===== src/rtl/hsi_stream_pkg.sv =====
// Shared definitions for the gyro HSI stream path: payload width, nominal packet
// length, write-side state encoding and pointer sizing.
package hsi_stream_pkg;

  localparam int DATA_W      = 32;
  localparam int HSI_PKT_LEN = 9;

  typedef enum logic [1:0] {
    WR_IDLE = 2'd0,
    WR_PKT  = 2'd1,
    WR_DROP = 2'd2
  } wr_state_t;

  // One extra MSB distinguishes full from empty when the address bits match.
  function automatic int ptr_w(input int depth);
    return $clog2(depth) + 1;
  endfunction

endpackage


===== src/rtl/hsi_sdp_ram.sv =====
// Simple dual-port RAM: synchronous write, asynchronous (combinational) read.
module hsi_sdp_ram #(
  parameter int WIDTH = 33,
  parameter int DEPTH = 32
) (
  input  logic                     clk_i,
  input  logic                     we_i,
  input  logic [$clog2(DEPTH)-1:0] waddr_i,
  input  logic [WIDTH-1:0]         wdata_i,
  input  logic [$clog2(DEPTH)-1:0] raddr_i,
  output logic [WIDTH-1:0]         rdata_o
);

  logic [WIDTH-1:0] mem_q [DEPTH];

  always_ff @(posedge clk_i) begin
    if (we_i) mem_q[waddr_i] <= wdata_i;
  end

  assign rdata_o = mem_q[raddr_i];

endmodule


===== src/rtl/hsi_packet_fifo.sv =====
// Store-and-forward packet buffer behind the HSI packetizer: only whole packets
// reach the master side; packets that overflow or exceed MAX_PKT are dropped whole.
//
// state   | meaning
// WR_IDLE | between packets, next beat starts a new packet
// WR_PKT  | writing a packet speculatively, not yet committed
// WR_DROP | discarding the rest of a rejected packet until tlast
module hsi_packet_fifo #(
  parameter int DATA_W  = 32,
  parameter int DEPTH   = 32,
  parameter int MAX_PKT = 9,
  parameter int CNT_W   = 16
) (
  input  logic                     clock,
  input  logic                     reset,
  input  logic [DATA_W-1:0]        s_tdata,
  input  logic                     s_tvalid,
  input  logic                     s_tlast,
  output logic [DATA_W-1:0]        m_tdata,
  output logic                     m_tvalid,
  input  logic                     m_tready,
  output logic                     m_tlast,
  output logic [$clog2(DEPTH):0]   level,
  output logic [CNT_W-1:0]         pkt_count,
  output logic [CNT_W-1:0]         drop_count
);
  import hsi_stream_pkg::*;

  localparam int PW   = ptr_w(DEPTH);
  localparam int AW   = $clog2(DEPTH);
  localparam int WC_W = $clog2(MAX_PKT + 1);

  wr_state_t       state_q, state_d;
  logic [PW-1:0]   wr_ptr_q, wr_ptr_d;
  logic [PW-1:0]   commit_q, commit_d;
  logic [PW-1:0]   rd_ptr_q;
  logic [WC_W-1:0] wcnt_q, wcnt_d;
  logic [CNT_W-1:0] pkt_count_q, drop_count_q;
  logic            we, pkt_inc, drop_inc, full, rd_fire;
  logic [DATA_W:0] rdata;

  assign full     = (wr_ptr_q - rd_ptr_q) == PW'(DEPTH);
  assign m_tvalid = (rd_ptr_q != commit_q);
  assign rd_fire  = m_tvalid & m_tready;

  always_comb begin
    state_d  = state_q;
    wr_ptr_d = wr_ptr_q;
    commit_d = commit_q;
    wcnt_d   = wcnt_q;
    we       = 1'b0;
    pkt_inc  = 1'b0;
    drop_inc = 1'b0;
    if (s_tvalid) begin
      case (state_q)
        WR_IDLE: begin
          if (!full) begin
            we       = 1'b1;
            wr_ptr_d = wr_ptr_q + PW'(1);
            wcnt_d   = WC_W'(1);
            if (s_tlast) begin
              commit_d = wr_ptr_q + PW'(1);
              pkt_inc  = 1'b1;
            end else begin
              state_d = WR_PKT;
            end
          end else if (s_tlast) begin
            drop_inc = 1'b1;
          end else begin
            state_d = WR_DROP;
          end
        end
        WR_PKT: begin
          // Any beat after MAX_PKT words already stored makes the packet too long.
          if (full || (wcnt_q == WC_W'(MAX_PKT))) begin
            wr_ptr_d = commit_q;
            if (s_tlast) begin
              drop_inc = 1'b1;
              state_d  = WR_IDLE;
            end else begin
              state_d = WR_DROP;
            end
          end else begin
            we       = 1'b1;
            wr_ptr_d = wr_ptr_q + PW'(1);
            wcnt_d   = wcnt_q + WC_W'(1);
            if (s_tlast) begin
              commit_d = wr_ptr_q + PW'(1);
              pkt_inc  = 1'b1;
              state_d  = WR_IDLE;
            end
          end
        end
        WR_DROP: begin
          if (s_tlast) begin
            drop_inc = 1'b1;
            state_d  = WR_IDLE;
          end
        end
        default: state_d = WR_IDLE;
      endcase
    end
  end

  always_ff @(posedge clock) begin
    if (reset) begin
      state_q      <= WR_IDLE;
      wr_ptr_q     <= '0;
      commit_q     <= '0;
      rd_ptr_q     <= '0;
      wcnt_q       <= '0;
      pkt_count_q  <= '0;
      drop_count_q <= '0;
    end else begin
      state_q  <= state_d;
      wr_ptr_q <= wr_ptr_d;
      commit_q <= commit_d;
      wcnt_q   <= wcnt_d;
      if (rd_fire) rd_ptr_q <= rd_ptr_q + PW'(1);
      if (pkt_inc) pkt_count_q <= pkt_count_q + CNT_W'(1);
      if (drop_inc && (drop_count_q != '1)) drop_count_q <= drop_count_q + CNT_W'(1);
    end
  end

  hsi_sdp_ram #(
    .WIDTH (DATA_W + 1),
    .DEPTH (DEPTH)
  ) u_ram (
    .clk_i   (clock),
    .we_i    (we),
    .waddr_i (wr_ptr_q[AW-1:0]),
    .wdata_i ({s_tlast, s_tdata}),
    .raddr_i (rd_ptr_q[AW-1:0]),
    .rdata_o (rdata)
  );

  assign m_tdata    = rdata[DATA_W-1:0];
  assign m_tlast    = rdata[DATA_W];
  assign level      = commit_q - rd_ptr_q;
  assign pkt_count  = pkt_count_q;
  assign drop_count = drop_count_q;

endmodule


===== config.mk =====
export PLATFORM = sky130hd
export DESIGN_NAME = hsi_packet_fifo
export DESIGN_NICKNAME = d
export VERILOG_FILES = /design/src/rtl/hsi_stream_pkg.sv /design/src/rtl/hsi_sdp_ram.sv /design/src/rtl/hsi_packet_fifo.sv
export SDC_FILE = /design/constraint.sdc
export NUM_CORES = 1
export LEC_CHECK = 0
export CORE_UTILIZATION = 61
export DETAILED_ROUTE_END_ITERATION = 8
export PLACE_DENSITY = 0.79
export SLEW_MARGIN = 20
export SYNTH_ARGS = -nofsm -noshare
export SYNTH_HDL_FRONTEND = slang
export SYNTH_SLANG_ARGS = --single-unit

===== constraint.sdc =====
create_clock -name clock -period 5.3 [get_ports clock]
set_clock_uncertainty 0.2 [all_clocks]
set_input_delay 0.53 -clock clock [delete_from_list [all_inputs] [get_ports clock]]
set_output_delay 0.53 -clock clock [all_outputs]
set_load 0.01 [all_outputs]

==> results.py, run 1 <==
metrics = {
    "critical_path": {
        "critical-path-max-stage-delay_ns": 0.77,
        "worstPathCellList": "buf_12 -> mux4_2 -> mux4_2 -> mux2_2 -> clkdlybuf4s50_1",
        "endpoint_kind": "primary output",
        "path_common_cell": "mux4_2",
        "startpoint_type": "flop",
        "crit_fanout": 51,
        "crit_slowest_cell": "dfxtp_4",
        "worstPathArrival_ns": 3.87,
        "critPathKind": "reg -> out",
        "crit_required_ns": 4.57,
        "regToRegStartpoint": "wr_ptr_q[3]",
    },
    "final_layout": {
        "syn_to_final_growth_pct": 14.27,
        "post_route_cells_drive_above_1_share_pct": 29.48,
        "fin_nets": 2166,
        "layout_commonest_cell": "edfxtp_1",
        "final_cell_mix": "edfxtp_1, mux4_2, clkbuf_16",
    },
    "grt": {
        "grt_pass1_vias": 21940,
        "grt_max_degree": 65,
        "grt.busiest_layer": "met2",
        "antenna_found_initial": 2,
        "grt_overflow": 0,
        "use_met3_pct": 5.223,
        "grtUsageTotal_pct": 30.42,
        "met1_usage_pct": 40.78,
        "grt_pass1_wl_um": 153300,
        "gr-usage-met2_pct": 51.28,
    },
    "sta": {
        "setup_viol": 0,
        "maxSlewViolCount": 0,
        "hold_violations": 0,
        "setup_tns_ns": 0,
        "holdWs_ns": 0.1630,
        "period_minus_slack_ns": 4.601,
        "post-route-period-util_pct": 86.80,
        "rsz0062_at_grt": "no",
        "max_slew_margin_pct": 24.20,
        "max_slew.worst_pin.slew_ns": 1.133,
        "fmax_ghz": 0.2174,
    },
    "drt": {
        "via_count": 21390,
        "via_per_inst": 6.812,
        "drt_wl_total_um": 105600,
        "drc": 0,
        "firstDrtPassIters": 5,
        "first_iter_violations": 2553,
        "wl_per_cell_um": 33.65,
        "antenna_left": 0,
    },
    "place": {
        "place_hpwl_um": 54730,
        "port_buffers": 108,
        "gp_congestion": 0.8174,
    },
    "floorplan": {
        "coreArea_mm2": 0.07015,
        "ios": 109,
        "num_rows": 97,
        "die_y_um": 268.3,
        "start_util_pct": 61.69,
        "die_area_mm2": 0.07201,
        "fp.dieW_um": 268.3,
    },
    "worst_hold_path": {
        "hp-class": "in -> reg",
        "min_from": "reset",
    },
    "pwr": {
        "leakage_nw": 15.11,
        "ir_worst_vdd_mv": 0.3325,
        "p_per_area_mw_per_mm2": 388.8,
    },
    "logic_synthesis": {
        "seq_area_frac_synth_pct": 76.10,
        "syn_inst": 1920,
        "synth_warnings": 0,
        "synth_seq_cells": 1117,
        "ys_types": 52,
        "synth_edf_count": 1056,
        "syn_area_per_cell_um2": 22.54,
        "syn_area_mm2": 0.04327,
        "ys_async_sr_fraction_pct": 0,
        "ys.flop_type": "edfxtp_1",
        "synthesis.nets": 1977,
    },
    "clock_network": {
        "cts_setup_buffers": 0,
        "cts_buffer_depth": 3,
        "numCtsBuffers": 103,
        "clock-sinks": 1117,
        "cts_tree": "yes",
        "cts_hold_buf": 0,
        "cts_resized": 0,
        "clock_latency_ns": 0.66,
        "root_buffer": "clkbuf_16",
        "h-tree-depth": 3,
        "clkTransAtPathRegs_ns": 0.07,
    },
    "flow_run": {
        "maxCapViolations": 0,
    },
    "run_status": {
        "status": "finished clean",
    },
}
==> report_power, final <==
part           switching, mW  total [mW]  leakage [nW]  internal, mW
logic                  0.976        2.09          3.46          1.11
registers             0.0846        9.80          10.0          9.71
clock network           3.26        7.34          1.64          4.08
==> final cells by class <==
type                            count  area [µm²]
Antenna cell                        2       5.005
Inverter                           18       67.56
Timing Repair Buffer              179        1794
Tap cell                          940        1176
Clock inverter                     69       588.1
Sequential cell                  1117       32950
Multi-Input combinational cell    690       10140
Fill cell                        4005       20700
Clock buffer                      125        2734
==> state kept, by name, indices dropped and copies added (netlist names), named ones only <==
signal	flops
wr_ptr_q	6
state_q	2
pkt_count	16
drop_count	16
commit_q	6
rd_ptr_q	6
wcnt_q	4
u_ram.mem_q	1056
==> worst max-delay path: cells and delay by family (launching register included) <==
family                 cells  cell delay (ns)
flip-flops                 1             0.77
buffers and inverters      2             0.95
multiplexers               3             1.44
==> synthesized netlist by cell type (18+ instances only) <==
| cell type | n | area [µm²] |
|---|---|---|
| clkbuf_1 | 57 | 214.0 |
| xnor2_1 | 27 | 236.5 |
| mux2_2 | 34 | 382.9 |
| edfxtp_1 | 1056 | 31710 |
| xor2_1 | 20 | 175.2 |
| nand2_1 | 29 | 108.9 |
| dfxtp_1 | 61 | 1221 |
| buf_1 | 22 | 82.58 |
| mux4_2 | 330 | 7432 |
| inv_1 | 18 | 67.56 |
| ha_1 | 19 | 237.7 |
| nor2_1 | 89 | 334.1 |
==> per-stage QoR <==
step / util [%] / total power, mW / worst slack [ns] / std cells / area, µm²
detailed placement: 65.85 / 12.06 / 0.9204 / 2944 / 46190
global placement: 65.85 / 12.01 / 1.006 / 2944 / 46190
global route: 70.49 / 19.72 / 0.5466 / 3139 / 49450
finish: 70.49 / 19.23 / 0.6994 / 3140 / 49450
floorplan: - / 11.31 / 1.450 / 1920 / 43270
CTS: 70.59 / 19.33 / 0.6074 / 3138 / 49520
==> final timing paths <==
check | end | slack (ns) | cells past startpoint
max reg2reg | u_ram.mem_q[14][29] | 0.76 | 8
max | m_tdata[27] | 0.70 | 5
min | commit_q[1] | 0.16 | 2
min reg2reg | wcnt_q[3] | 0.33 | 2
==> per-layer routing <==
layer	vias to the layer above	part of all wire (%)
met5	-	0.012
met4	2	3.1
met3	204	8.5
met2	1336	52
met1	11370	36
li1	8484	-
==> cell families (layout without fill, tap and decap cells) <==
logic type | Yosys count | after routing | share of synthesized area [%]
compound gates | 52 | 52 | 0.8848
xor+xnor | 47 | 47 | 0.9513
fa+ha+maj | 20 | 20 | 0.5956
buf+inv | 113 | 391 | 1.041
flops | 1117 | 1117 | 76.10
mux | 368 | 368 | 18.15
other cells | 0 | 2 | 0
simple gates | 203 | 203 | 2.273
No activity file was read; power rests on OpenSTA's default activity.
==> run 2: changes to the inputs <==
--- a/config.mk
+++ b/config.mk
@@ -8,6 +8,7 @@
 export CORE_UTILIZATION = 61
 export DETAILED_ROUTE_END_ITERATION = 8
 export PLACE_DENSITY = 0.79
+export REMOVE_ABC_BUFFERS = 1
 export SLEW_MARGIN = 20
 export SYNTH_ARGS = -nofsm -noshare
 export SYNTH_HDL_FRONTEND = slang
==> run 2 against run 1 <==
Effect of this change: sequential cell count is the same; routed wire length increased by 0.88%; first-iteration DRC count rose by 16%; core utilization rose by 0.37 points; worst setup slack lost 0.0019 ns; sequential power barely moved; highest routed layer unchanged; die area unchanged; register-to-register slack improved by 0.13 ns; cell count is essentially flat; fmax about the same; critical path depth unchanged; via count grew 0.93%.
==> results.py, run 2 (synthesis gave the netlist of run 1 again) <==
metrics = {
    "run_status": {
        "status": "finished clean",
    },
    "final_layout": {
        "n_fill_cell": 3896,
        "max_flop_register": "u_ram.mem_q",
        "syn_to_final_growth_pct": 14.87,
        "layout.cells.non_filler": 3137,
        "stdcell_area_mm2": 0.04971,
        "final_cell_mix": "edfxtp_1, mux4_2, clkbuf_16",
        "fin_nets": 2160,
        "largest_reg_flops": 1056,
        "layout_commonest_cell": "edfxtp_1",
        "post_route_cells_drive_above_1_share_pct": 30.26,
    },
    "pwr": {
        "leakage_nw": 15.21,
        "power.switching_mw": 4.445,
        "swShare_pct": 22.41,
        "pwr-share-comb_pct": 10.6,
        "power_mw": 19.83,
        "pwr-share-seq_pct": 49.4,
        "p_int_mw": 15.39,
        "p_per_area_mw_per_mm2": 399.0,
        "p_clk_share_pct": 40.1,
        "ir_worst_vdd_mv": 0.3113,
    },
    "sta": {
        "max_slew_margin_pct": 22.01,
        "fmax_ghz": 0.2173,
        "maxSlewViolCount": 0,
        "period_minus_slack_ns": 4.603,
        "rsz0062_at_grt": "no",
        "setup_viol": 0,
        "setup_tns_ns": 0,
        "max_slew.worst_pin.slew_ns": 1.166,
        "hold_violations": 0,
        "post-route-period-util_pct": 86.84,
        "setup_ws_ns": 0.6975,
    },
    "clock_network": {
        "cts_tree": "yes",
        "cts_setup_buffers": 0,
        "numCtsBuffers": 106,
        "root_buffer": "clkbuf_16",
        "clock-sinks": 1117,
        "cts_hold_buf": 0,
        "cts_buffer_depth": 3,
        "h-tree-depth": 3,
        "clock_latency_ns": 0.67,
        "clkTransAtPathRegs_ns": 0.06,
        "cts_resized": 0,
    },
    "critical_path": {
        "worstPathArrival_ns": 3.87,
        "critPathKind": "reg -> out",
        "crit_required_ns": 4.57,
        "endpoint_kind": "primary output",
        "regToRegStartpoint": "wr_ptr_q[3]",
        "startpoint_type": "flop",
        "crit_fanout": 45,
    },
    "drt": {
        "wl_per_cell_um": 33.98,
        "via_count": 21590,
        "firstDrtPassIters": 5,
        "drt_wl_total_um": 106600,
        "via_per_inst": 6.883,
        "antenna_left": 0,
        "drc": 0,
        "first_iter_violations": 2957,
    },
    "place": {
        "place_area_mm2": 0.04615,
        "place_hpwl_um": 55190,
        "place_ws_ns": 1.012,
        "port_buffers": 108,
        "gp_congestion": 0.8350,
        "dp_cells": 2935,
    },
    "grt": {
        "grt_overflow": 0,
        "antenna_found_initial": 9,
        "grt_max_degree": 71,
        "grt_pass1_vias": 22250,
        "grtUsageTotal_pct": 30.57,
        "grt_pass1_wl_um": 154200,
    },
    "floorplan": {
        "ios": 109,
        "fp.dieW_um": 268.3,
        "die_area_mm2": 0.07201,
        "die_y_um": 268.3,
        "start_util_pct": 61.69,
        "num_rows": 97,
        "coreArea_mm2": 0.07015,
    },
    "flow_run": {
        "maxCapViolations": 0,
    },
    "worst_hold_path": {
        "min_from": "s_tdata[21]",
        "hp-class": "in -> reg",
    },
}
run 2: cell types whose count changed in the layout (fill, tap and decap cells not counted), moves of 2 or more:
cell,delta
buf_12,+2
buf_2,+7
buf_4,-12
bufinv_16,+7
clkbuf_1,-8
clkbuf_16,+5
clkdlybuf4s50_1,-6
clkinv_1,-6
clkinv_2,-2
clkinv_4,+2
clkinvlp_4,+4
inv_16,-2
inv_6,+3
run 2: path summary, 6_finish.rpt:
check                       end  slack (ns)  cells past startpoint
max                 m_tdata[17]        0.70                      5
min          u_ram.mem_q[7][21]        0.17                      1
max reg2reg   u_ram.mem_q[0][4]        0.89                      8
min reg2reg           wcnt_q[2]        0.32                      2
run 2: worst max-delay path, cell delays in order (launching register included):
cell and delay (ns):
dfxtp_4 0.74, buf_4 0.66, mux4_2 0.44, mux4_2 0.53
mux2_2 0.29, clkdlybuf4s50_1 0.47
run 2: cell type report:
type	count	area, µm²	area share, %
diodes	3	7.507	0.01510
clock buffers	123	2843	5.719
clock inverters	76	810.8	1.631
inverters	18	67.56	0.1359
multi-input cells	690	10140	20.39
flip-flops and latches	1117	32950	66.28
well taps	940	1176	2.366
repair buffers	170	1719	3.458
run 2: per-layer routing:
layer | global-route usage [%] | up-vias | part of all wire [%]
met2 | 50.51 | 1529 | 51
li1 | - | 8450 | -
met5 | 0 | - | 0.072
met1 | 41.82 | 11360 | 36
met3 | 5.425 | 246 | 9.4
met4 | 10.47 | 10 | 3.4
run 2: metrics by stage:
step,utilization (%),hold slack (ns)
final,70.86,0.1719
after floorplan,-,0.2607
after global routing,70.85,0.1944
after CTS,71.00,0.3236
after global placement,65.79,0.2773
after detailed placement,65.79,0.3078
run 2: power by group through the flow:
| stage | Combinational (mW) | Clock [mW] | Sequential (mW) |
|---|---|---|---|
| 5_1_grt | 2.20 | 8.31 | 9.80 |
| 3_5_place_dp | 2.07 | 0 | 9.98 |
| 3_3_place_gp | 2.03 | 0 | 9.98 |
| 4_1_cts | 2.12 | 8.01 | 9.80 |
| 2_1_floorplan | 1.68 | 0 | 10.2 |
| 6_report | 2.10 | 7.94 | 9.79 |
